===== src/rtl/cache_fill_ctrl_pkg.sv =====
// Shared types and geometry for the cache refill/invalidate sequencer.
// Entry layout is {valid, tag, data}, with valid in the MSB.
package cache_pkg;

    localparam int IDX_W   = 10;
    localparam int TAG_W   = 18;
    localparam int OFF_W   = 4;
    localparam int LINE_W  = 128;
    localparam int ENTRY_W = 1 + TAG_W + LINE_W;
    localparam int ADDR_W  = TAG_W + IDX_W + OFF_W;
    localparam int LADDR_W = TAG_W + IDX_W;

    typedef enum logic [2:0] {
        SWEEP = 3'd0,
        IDLE  = 3'd1,
        MREQ  = 3'd2,
        MWAIT = 3'd3,
        FILL  = 3'd4,
        ACK   = 3'd5
    } state_t;

    typedef enum logic {
        DATA = 1'b0,
        INST = 1'b1
    } side_t;

    typedef struct packed {
        logic              valid;
        logic [TAG_W-1:0]  tag;
        logic [LINE_W-1:0] data;
    } cache_entry_t;

endpackage


===== src/rtl/cache_fill_ctrl_rr_arb2.sv =====
// Two-requester round-robin arbiter; last_grant only moves when the
// grant is actually taken (upd_en), so a flush does not disturb fairness.
module rr_arb2
    import cache_pkg::*;
(
    input  logic  clk,
    input  logic  rst,
    input  logic  d_req,
    input  logic  i_req,
    input  logic  upd_en,
    output logic  gnt_valid,
    output side_t gnt_side
);

    side_t last_grant;

    always_comb begin
        gnt_valid = d_req | i_req;
        if (d_req && i_req) begin
            gnt_side = (last_grant == DATA) ? INST : DATA;
        end else if (i_req) begin
            gnt_side = INST;
        end else begin
            gnt_side = DATA;
        end
    end

    always_ff @(posedge clk) begin
        if (rst) begin
            last_grant <= INST;
        end else if (upd_en && gnt_valid) begin
            last_grant <= gnt_side;
        end
    end

endmodule


===== src/rtl/cache_fill_ctrl.sv =====
// Refill and invalidate sequencer for the shared data/instruction cache BRAM.
// Outputs decode the registered state so the sweep writes index 0 in the first cycle out of reset.
//
//   state | meaning
//   SWEEP | write an invalid entry at cnt on the data port, cnt++
//   IDLE  | accept flush (highest priority) or arbitrate a miss
//   MREQ  | mem_req held with the latched line address until mem_ack
//   MWAIT | wait for mem_rvalid, capture the line
//   FILL  | write {1, tag, data} through the granted side's port
//   ACK   | pulse the granted side's ack
module cache_fill_ctrl
    import cache_pkg::*;
(
    input  logic               clk,
    input  logic               rst,
    input  logic               d_req,
    input  logic [ADDR_W-1:0]  d_addr,
    output logic               d_ack,
    input  logic               i_req,
    input  logic [ADDR_W-1:0]  i_addr,
    output logic               i_ack,
    input  logic               flush_req,
    output logic               flush_done,
    output logic               busy,
    output logic               mem_req,
    output logic [LADDR_W-1:0] mem_addr,
    input  logic               mem_ack,
    input  logic               mem_rvalid,
    input  logic [LINE_W-1:0]  mem_rdata,
    output logic               d_fill_we,
    output logic               i_fill_we,
    output logic [IDX_W-1:0]   fill_idx,
    output logic [ENTRY_W-1:0] fill_line
);

    state_t            state;
    logic [IDX_W-1:0]  cnt;
    logic [IDX_W-1:0]  lat_idx;
    logic [TAG_W-1:0]  lat_tag;
    logic [LINE_W-1:0] lat_data;
    side_t             lat_side;
    logic              done_pend;

    logic              gnt_valid;
    side_t             gnt_side;
    logic              arb_upd;
    logic [ADDR_W-1:0] sel_addr;
    cache_entry_t      fill_entry;
    logic              unused_off;

    assign unused_off = ^{d_addr[OFF_W-1:0], i_addr[OFF_W-1:0]};
    assign arb_upd    = (state == IDLE) && !flush_req;
    assign sel_addr   = (gnt_side == INST) ? i_addr : d_addr;

    rr_arb2 u_arb (
        .clk       (clk),
        .rst       (rst),
        .d_req     (d_req),
        .i_req     (i_req),
        .upd_en    (arb_upd),
        .gnt_valid (gnt_valid),
        .gnt_side  (gnt_side)
    );

    always_ff @(posedge clk) begin
        if (rst) begin
            state     <= SWEEP;
            cnt       <= '0;
            lat_idx   <= '0;
            lat_tag   <= '0;
            lat_data  <= '0;
            lat_side  <= DATA;
            done_pend <= 1'b0;
        end else begin
            done_pend <= 1'b0;
            case (state)
                SWEEP: begin
                    cnt <= cnt + 1'b1;
                    if (cnt == '1) begin
                        state     <= IDLE;
                        done_pend <= 1'b1;
                    end
                end
                IDLE: begin
                    if (flush_req) begin
                        state <= SWEEP;
                        cnt   <= '0;
                    end else if (gnt_valid) begin
                        lat_side <= gnt_side;
                        lat_idx  <= sel_addr[OFF_W +: IDX_W];
                        lat_tag  <= sel_addr[OFF_W+IDX_W +: TAG_W];
                        state    <= MREQ;
                    end
                end
                MREQ: begin
                    if (mem_ack) state <= MWAIT;
                end
                MWAIT: begin
                    if (mem_rvalid) begin
                        lat_data <= mem_rdata;
                        state    <= FILL;
                    end
                end
                FILL:    state <= ACK;
                ACK:     state <= IDLE;
                default: state <= SWEEP;
            endcase
        end
    end

    always_comb begin
        fill_entry.valid = 1'b1;
        fill_entry.tag   = lat_tag;
        fill_entry.data  = lat_data;
    end

    // Every output is forced low while rst is held, even though state already reads SWEEP.
    always_comb begin
        busy       = 1'b0;
        flush_done = 1'b0;
        mem_req    = 1'b0;
        mem_addr   = '0;
        d_fill_we  = 1'b0;
        i_fill_we  = 1'b0;
        fill_idx   = '0;
        fill_line  = '0;
        d_ack      = 1'b0;
        i_ack      = 1'b0;
        if (!rst) begin
            busy       = (state != IDLE);
            flush_done = done_pend;
            case (state)
                SWEEP: begin
                    d_fill_we = 1'b1;
                    fill_idx  = cnt;
                end
                MREQ: begin
                    mem_req  = 1'b1;
                    mem_addr = {lat_tag, lat_idx};
                end
                FILL: begin
                    d_fill_we = (lat_side == DATA);
                    i_fill_we = (lat_side == INST);
                    fill_idx  = lat_idx;
                    fill_line = fill_entry;
                end
                ACK: begin
                    d_ack = (lat_side == DATA);
                    i_ack = (lat_side == INST);
                end
                default: ;
            endcase
        end
    end

    a_req_held: assert property (@(posedge clk) disable iff (rst)
        (state inside {MREQ, MWAIT, FILL}) |-> ((lat_side == DATA) ? d_req : i_req));

endmodule


===== config.mk =====
export PLATFORM = sky130hd
export DESIGN_NAME = cache_fill_ctrl
export DESIGN_NICKNAME = d
export VERILOG_FILES = /design/src/rtl/cache_fill_ctrl_pkg.sv /design/src/rtl/cache_fill_ctrl_rr_arb2.sv /design/src/rtl/cache_fill_ctrl.sv
export SDC_FILE = /design/constraint.sdc
export NUM_CORES = 1
export LEC_CHECK = 0
export BUFFER_PORTS_ARGS = -buffer_cell sky130_fd_sc_hd__buf_4
export CAP_MARGIN = 15
export CORE_MARGIN = 2
export CORE_UTILIZATION = 24
export CTS_CLUSTER_DIAMETER = 50
export DETAILED_ROUTE_END_ITERATION = 10
export PLACE_DENSITY = 0.52
export SETUP_SLACK_MARGIN = 0.02
export SYNTH_ARGS = -nofsm -noshare
export SYNTH_HDL_FRONTEND = slang
export SYNTH_HIERARCHICAL = 1
export SYNTH_SLANG_ARGS = --single-unit

===== constraint.sdc =====
create_clock -name clk -period 1.9 [get_ports clk]
set_clock_uncertainty 0.05 [all_clocks]
set_input_delay 0.095 -clock clk [delete_from_list [all_inputs] [get_ports clk]]
set_output_delay 0.095 -clock clk [all_outputs]
set_load 0.05 [all_outputs]

==> summary.txt, run 1 <==
first-pass GRT wire length: 44850 um
mapped cell area: 7925 um2
CTS root buf: clkbuf_16
Synth Warn #: 6
# setup viols final: 187
critical path data arrival time: 1940 ps
# fillers: 3117
RePlAce Congestion: 0.7818
failing checks: negative setup slack
Post-synth ARST share: 0%
Unique masters post-synth: 48
CTS Buf Count: 17
synthesized flop and latch total: 172
footprint of the multi-input gates: 4255 um2
CP Launch Type: register
Horiz. Die Dim: 185.7 um
CP Cell Sequence: nor2b_4 -> nor3b_4 -> buf_4 -> clkbuf_16 -> and2_1 -> buf_4
class of the worst hold path: input port to register
Flop pwr share: 44.0%
syn_area_per_cell: 8.005 um2
core area: 32540 um2
sequential-to-total area share from yosys stat: 43.45%
Peak VDD IR: 579.3 uV
Starting Density: 24.36%
fin nets: 1756
WL/cell: 16.05 um
CTS clk-pin slew, worst paths: 70 ps
Slew Limit Fails: 0
largest net degree at the start of global routing: 93
Syn-to-layout area delta: 91.58%
EDFF count, synth: 0
CTS sink cnt: 172
post-layout min period: 2081 ps
Sw Pwr: 1923 uW
DP Area: 11320 um2
maximum fanout along the worst path: 20
Die ar.: 34490 um2
Die Height: 185.7 um
FF/Latch Area: 3452 um2
Period Utilization, post-route: 109.5%
crit path capture type: output pin
DR pass1 iterations: 5
Vias: 8823
CP most frequent cell: buf_4
via density per instance: 4.387
Fin Setup TNS: -19790 ps
LEAKAGE: 0.006217 uW
Antenna Cells: 0
Synth Instances: 990
Max Cap Viol: 0
Achievable Freq: 0.4807 GHz
unrepaired setup endpoints after global routing: true
Post-Route WL: 32280 um
initial antenna violation count: 0
num rows: 66
most frequent cells in the layout: buf_4, nand2_1, dlygate4sd3_1
Clk Latency, worst-skew pair: 430 ps
CTS max path bufs: 2
worst-margin pin slew: 544.4 ps
vias in the first global route: 8633
gr ovfl total: 0
Global Route Usage Sum: 16.53%
Comb pwr share: 10.6%
H-tree levels: 4
switching part of the total power: 23.42%
Post-DRT Antenna Nets: 0
relative slew slack: 63.71%
commonest non-fill, non-tap cell in the layout: buf_4
Top Ports: 391
DRC viols: 0
Critical-path top delay cell: dfxtp_4
worst path required time: 1750 ps
Worst Slack Setup Final: -180.5 ps
most common flop cell mapped by yosys: dfxtp_1
CP peak stage delay: 360 ps
CTS tree: yes
final hold violations: 0
syn_nets: 1190
initial drt markers: 328
PwrDens: 540.8 nW/um2
port bufs: 382
CP Class: register to output pin
status: complete, but fails checks
HPWL Detailed: 19100 um
internal power: 6287 uW
layout cell share with drive strength beyond 1: 36.33%
Clock power frac: 45.4%
fin area: 15180 um2
-- per-stage QoR --
stage | hold slack, ps | utilization [%] | power [uW] | worst slack [ps] | instances
finish | 25.76 | 46.67 | 8210 | -180.5 | 2011
global route | 6.622 | 46.67 | 8555 | -288.7 | 2011
CTS | 2.388 | 44.37 | 8350 | -170.8 | 1993
detailed placement | 299.7 | 34.78 | 4217 | 99.91 | 1767
global placement | 293.1 | 34.78 | 4214 | 123.8 | 1767
floorplan | 155.3 | - | 3847 | 30.49 | 990
-- layer usage --
| layer | share of wire (%) | vias to the layer above | global-route usage (%) |
|---|---|---|---|
| li1 | - | 4363 | - |
| met1 | 40 | 4130 | 18.73 |
| met2 | 52 | 295 | 30.38 |
| met3 | 6.1 | 35 | 3.952 |
| met4 | 1.8 | 0 | 5.165 |
| met5 | 0 | - | 0 |
-- worst max-delay path, delay by kind of cell (launching register included) --
kind	cells	cell delay (ps)
buffers and inverters	3	620
flip-flops	1	360
AND/OR/NAND/NOR	3	520
-- sequential cells by signal, summed over array words and instances, names as in the netlist --
signal	cells
lat_side	1
u_arb/last_grant	1
lat_data	128
lat_idx	10
done_pend	1
cnt	10
lat_tag	18
state	3
-- cell type report --
class	instances	area share, %
well taps	442	3.642
repair buffers	627	41.57
clock buffers	18	2.827
inverters	1	0.02472
clock inverters	14	1.178
multi-input cells	737	28.03
flip-flops and latches	172	22.74
-- synth_stat cells (13+ instances only) --
library cell,instances,area (um2)
buf_6,13,146.4
a21oi_1,133,665.6
and2_1,176,1101
mux2i_1,31,310.3
nor2_1,39,146.4
buf_2,23,115.1
nand2_1,262,983.4
dfxtp_1,172,3443
clkbuf_2,13,65.06
a211oi_1,18,135.1
clkbuf_1,23,86.33
-- repair_timing --
action | in CTS | in global routing
gates cloned | 2 | 10
pin swaps | 4 | 9
gates resized for setup | 154 | 140
setup endpoints to repair | 187 | 217
hold buffers | 186 | 0
setup buffers | 6 | 8
hold endpoints to repair | 158 | 0
-- logic make-up (layout without fill, tap and decap cells) --
| kind of cell | count (synthesis) | count (layout) | share of synthesized area (%) |
|---|---|---|---|
| compound gates | 186 | 186 | 14.27 |
| xor+xnor | 4 | 4 | 0.4421 |
| fa+ha+maj | 1 | 1 | 0.1579 |
| buf+inv | 81 | 660 | 6.015 |
| flops | 172 | 172 | 43.45 |
| mux | 31 | 31 | 3.915 |
| simple gates | 515 | 515 | 31.75 |
-- path summary, 6_finish.rpt --
| path | startpoint | to | slack, ps | cells after the start |
|---|---|---|---|---|
| worst max-delay path | state[2] | fill_line[132] | -180 | 6 |
| worst min-delay path | i_addr[6] | lat_idx[2] | 30 | 3 |
| worst max register to register | state[1] | lat_tag[9] | 20 | 9 |
| worst min register to register | lat_data[27] | lat_data[27] | 400 | 2 |
-- power by group through the flow --
stage / logic (uW) / clock network, uW / registers, uW
final: 874 / 3730 / 3610
after CTS: 855 / 3880 / 3610
after detailed placement: 519 / 0 / 3700
after global placement: 516 / 0 / 3700
after global routing: 924 / 4020 / 3610
after floorplan: 152 / 0 / 3700
(Power assumes the default switching activity.)
==> run 2: changes to the inputs <==
--- a/config.mk
+++ b/config.mk
@@ -7,11 +7,13 @@
 export LEC_CHECK = 0
 export BUFFER_PORTS_ARGS = -buffer_cell sky130_fd_sc_hd__buf_4
 export CAP_MARGIN = 15
+export CELL_PAD_IN_SITES_DETAIL_PLACEMENT = 0
+export CELL_PAD_IN_SITES_GLOBAL_PLACEMENT = 1
 export CORE_MARGIN = 2
 export CORE_UTILIZATION = 24
 export CTS_CLUSTER_DIAMETER = 50
 export DETAILED_ROUTE_END_ITERATION = 10
-export PLACE_DENSITY = 0.52
+export PLACE_DENSITY_LB_ADDON = 0.1
 export SETUP_SLACK_MARGIN = 0.02
 export SYNTH_ARGS = -nofsm -noshare
 export SYNTH_HDL_FRONTEND = slang
==> summary.txt, run 2 (synthesis gave the netlist of run 1 again) <==
DRC viols: 0
hold_sp: i_addr[12]
WL/cell: 15.68 um
Post-DRT Antenna Nets: 0
Horiz. Die Dim: 185.7 um
LEAKAGE: 0.006140 uW
final hold slack: 1.609 ps
via density per instance: 4.257
critical path data arrival time: 1940 ps
worst path required time: 1750 ps
DR WL met3: 2164 um
port bufs: 382
largest net degree at the start of global routing: 112
RePlAce Congestion: 0.7516
Top Ports: 391
vias in the first global route: 8401
worst-case reg-to-reg path depth: 5
gr ovfl total: 0
class of the worst hold path: input port to register
Max Cap Viol: 0
Syn-to-layout area delta: 91.08%
CTS Buf Count: 17
internal power: 6266 uW
CTS root buf: clkbuf_16
R2R Path Start: u_arb/last_grant
worst r2r dst: lat_idx[2]
# fillers: 3303
PwrDens: 533.9 nW/um2
commonest non-fill, non-tap cell in the layout: nand2_1
CP Class: register to output pin
worst hold endpoint: lat_idx[8]
Die Height: 185.7 um
CP peak stage delay: 320 ps
initial drt markers: 268
Period Utilization, post-route: 109.5%
maximum fanout along the worst path: 7
Clk Latency, worst-skew pair: 440 ps
final hold violations: 0
Starting Density: 24.36%
Fin Setup TNS: -23730 ps
CP Launch Type: register
Post-Route WL: 31220 um
Critical-path top delay cell: dfxtp_2
worst-margin pin slew: 626.2 ps
Vias: 8476
largest registers: lat_data: 128 flops, lat_tag: 18 flops
WHS Path Cells: 3
first-pass GRT wire length: 46110 um
CTS max path bufs: 2
post-layout min period: 2081 ps
DP Worst Slack: 143.1 ps
crit path capture type: output pin
HPWL Detailed: 19670 um
initial antenna violation count: 1
fin area: 15140 um2
Sw Pwr: 1818 uW
CP Cell Sequence: buf_4 -> and2b_2 -> nor3b_4 -> buf_6 -> clkbuf_16 -> and2_4 -> buf_8
Peak VDD IR: 558.4 uV
most frequent cells in the layout: nand2_1, buf_4, dlygate4sd3_1
CTS clk-pin slew, worst paths: 70 ps
Largest Register: lat_data
CTS tree: yes
CTS sink cnt: 172
Global Route Usage Sum: 17.18%
DR pass1 iterations: 4
core area: 32540 um2
Die ar.: 34490 um2
Worst Slack Setup Final: -180.7 ps
failing checks: negative setup slack
Slew Limit Fails: 0
Achievable Freq: 0.4806 GHz
Flop pwr share: 44.7%
Largest register FFs: 128
H-tree levels: 4
switching part of the total power: 22.49%
fin nets: 1737
layout cell share with drive strength beyond 1: 35.79%
status: complete, but fails checks
relative slew slack: 58.26%
DP Area: 11330 um2
M1 wire length: 13660 um
# setup viols final: 186
R2R Setup Slk: 100 ps
unrepaired setup endpoints after global routing: true
met2 wire len: 14880 um
Comb pwr share: 10.4%
DR top layer: met4
num rows: 66
Clock power frac: 44.9%
## run 2: cell types whose count changed in the layout (fill, tap and decap cells not counted), sizes merged
cell	previous run	this run
inv	7	2
clkinvlp	3	2
clkinv	2	4
dlygate4sd3	186	176
buf	433	426
diode	0	1
## run 2: power groups by stage
stage	clock network, uW	logic [uW]	registers [uW]
final	3630	842	3620
after global routing	3930	897	3610
after CTS	3780	844	3610
after detailed placement	0	525	3700
after global placement	0	522	3700
after floorplan	0	152	3700
## run 2: worst max path at each step
stage | startpoint | end | slack (ps) | cells after the start
2_1_floorplan | state[1] | mem_addr[18] | 30 | 5
3_3_place_gp | state[2] | fill_line[102] | 110 | 6
3_5_place_dp | state[2] | fill_line[121] | 140 | 6
4_1_cts | state[2] | fill_line[121] | -190 | 7
5_1_grt | state[2] | fill_line[102] | -280 | 8
6_report | state[2] | mem_addr[16] | -180 | 7
## run 2: worst max-delay path: cells and delay by family (launching register included)
family	cells	cell delay, ps
buffers and inverters	4	610
AND/OR/NAND/NOR	3	590
flip-flops	1	320
## run 2: area by class of cell
| cell class | count | area, um2 | area share (%) |
|---|---|---|---|
| repair buffers | 608 | 6314 | 41.69 |
| flip-flops and latches | 172 | 3446 | 22.75 |
| inverters | 1 | 3.754 | 0.02479 |
| diodes | 1 | 2.502 | 0.01652 |
| well taps | 442 | 553.0 | 3.652 |
| clock buffers | 20 | 446.7 | 2.950 |
| multi-input cells | 737 | 4237 | 27.98 |
| clock inverters | 10 | 141.4 | 0.9337 |
## run 2: repair_timing
action,4_1_cts,5_1_grt
gates cloned,4,6
pin swaps,9,10
setup buffers,10,4
endpoints found under the hold margin,153,0
endpoints found under the setup margin,187,200
resized for setup,242,90
hold buffers,176,0
## run 2: routing by layer
metal | track usage [%] | up-vias
li1 | - | 4329
met2 | 28.62 | 256
met5 | 0 | -
met1 | 21.18 | 3867
met4 | 5.008 | 0
met3 | 5.459 | 24
## run 2: per-stage QoR
stage,cells,util (%),total power [uW]
after floorplan,990,-,3847
after global placement,1764,34.83,4220
after detailed placement,1764,34.83,4222
after CTS,1983,45.39,8237
after global routing,1991,46.54,8438
final,1991,46.54,8085
==> run 3: changes to the inputs <==
--- a/config.mk
+++ b/config.mk
@@ -5,7 +5,7 @@
 export SDC_FILE = /design/constraint.sdc
 export NUM_CORES = 1
 export LEC_CHECK = 0
-export BUFFER_PORTS_ARGS = -buffer_cell sky130_fd_sc_hd__buf_4
+export BUFFER_PORTS_ARGS = -buffer_cell sky130_fd_sc_hd__buf_2
 export CAP_MARGIN = 15
 export CELL_PAD_IN_SITES_DETAIL_PLACEMENT = 0
 export CELL_PAD_IN_SITES_GLOBAL_PLACEMENT = 1
==> summary.txt, run 3 (synthesis gave the netlist of run 1 again) <==
status: complete, but fails checks
failing checks: negative setup slack
fin area: 15720 um2
PwrDens: 524.2 nW/um2
initial drt markers: 303
Post-DRT Antenna Nets: 0
R2R Setup Slk: 120 ps
vias in the first global route: 8701
fin nets: 1755
CTS root buf: clkbuf_16
RePlAce Congestion: 0.7559
DP Worst Slack: 61.97 ps
Max Cap Viol: 0
final hold violations: 0
CTS tree: yes
gr ovfl total: 0
CTS Buf Count: 17
Achievable Freq: 0.4762 GHz
num rows: 66
largest net degree at the start of global routing: 119
Largest Register: lat_data
CTS clk-pin slew, worst paths: 60 ps
Syn-to-layout area delta: 98.36%
Slew Limit Fails: 0
Global Route Usage Sum: 18.41%
most frequent cells in the layout: nand2_1, buf_2, dlygate4sd3_1
CP Launch Type: register
Worst Slack Setup Final: -199.8 ps
DR pass1 iterations: 4
Starting Density: 24.36%
critical path data arrival time: 1950 ps
port bufs: 382
via density per instance: 4.333
initial antenna violation count: 1
unrepaired setup endpoints after global routing: true
Period Utilization, post-route: 110.5%
LEAKAGE: 0.006386 uW
relative slew slack: 54.17%
worst-margin pin slew: 687.4 ps
WL/cell: 16.84 um
DP Area: 10350 um2
Post-Route WL: 33890 um
Horiz. Die Dim: 185.7 um
H-tree levels: 4
Layout Cells excl Fill: 2012
Die Height: 185.7 um
Vias: 8717
Top Ports: 391
layout cell share with drive strength beyond 1: 41.77%
placed cells: 1761
HPWL Detailed: 19350 um
fin util: 48.32%
DRC viols: 0
CTS max path bufs: 2
Largest register FFs: 128
maximum fanout along the worst path: 7
crit path capture type: output pin
commonest non-fill, non-tap cell in the layout: nand2_1
CP Class: register to output pin
post-layout min period: 2100 ps
Peak VDD IR: 606.5 uV
class of the worst hold path: input port to register
worst path required time: 1750 ps
largest registers: lat_data: 128 flops, lat_tag: 18 flops
# fillers: 3175
# setup viols final: 186
CTS sink cnt: 172
first-pass GRT wire length: 48620 um
core area: 32540 um2
Clk Latency, worst-skew pair: 440 ps
final hold slack: 23.09 ps
Die ar.: 34490 um2
## run 3: cell types whose count changed in the layout (fill, tap and decap cells not counted), moves of 3 or more
| cell | previous run | this run |
|---|---|---|
| buf_4 | 211 | 18 |
| buf_2 | 0 | 192 |
| buf_6 | 144 | 46 |
| buf_8 | 51 | 144 |
| and2_4 | 66 | 149 |
| and2_1 | 110 | 28 |
| buf_12 | 16 | 28 |
| dlygate4sd3_1 | 176 | 183 |
| buf_16 | 4 | 8 |
| clkbuf_8 | 1 | 4 |
## run 3: final timing paths
kind / start / cells past startpoint / endpoint
setup / recovery: state[2] / 7 / fill_line[4]
setup reg to reg: u_arb/last_grant / 5 / lat_idx[8]
hold reg to reg: lat_data[99] / 2 / lat_data[99]
hold / removal: d_addr[11] / 3 / lat_idx[7]
## run 3: cell type report
cell class	count	area (um2)	share of cell area (%)
Timing Repair Buffer	626	6571	41.80
Clock inverter	10	160.2	1.019
Tap cell	442	553.0	3.518
Antenna cell	2	5.005	0.03184
Sequential cell	172	3452	21.96
Multi-Input combinational cell	737	4491	28.57
Clock buffer	22	484.2	3.080
Inverter	1	3.754	0.02388
## run 3: per-stage QoR
| stage | total power [uW] | setup TNS [ps] |
|---|---|---|
| floorplan | 3847 | 0 |
| global placement | 4104 | 0 |
| detailed placement | 4105 | 0 |
| CTS | 8383 | -27480 |
| global route | 8562 | -44500 |
| finish | 8241 | -26410 |
## run 3: metal layers
| metal | vias to the layer above | part of all wire (%) | GRT usage [%] |
|---|---|---|---|
| li1 | 4369 | - | - |
| met1 | 4063 | 43 | 22.42 |
| met2 | 259 | 49 | 31.17 |
| met5 | - | 0 | 0 |
| met3 | 26 | 6.7 | 5.361 |
| met4 | 0 | 1.5 | 5.827 |
## run 3: critical path, cell delays in order (launching register included)
cell and delay [ps]:
dfxtp_2 340, nor2b_4 150, nor3b_4 220, buf_6 180, buf_12 160, clkbuf_16 160
and2_4 160, buf_8 140
## run 3: power by group
group / total [uW] / switching (uW) / internal, uW
Combinational: 730 / 271 / 459
Sequential: 3610 / 6.65 / 3610
Clock: 3900 / 1550 / 2340
## run 3: repair_timing
| action | in CTS | in global routing |
|---|---|---|
| cloned | 11 | 9 |
| buffers inserted | 14 | 3 |
| resized for setup | 504 | 227 |
| endpoints found under the setup margin | 191 | 215 |
| pin swaps | 7 | 51 |
| hold endpoints to repair | 157 | 0 |
| hold buffers | 183 | 0 |
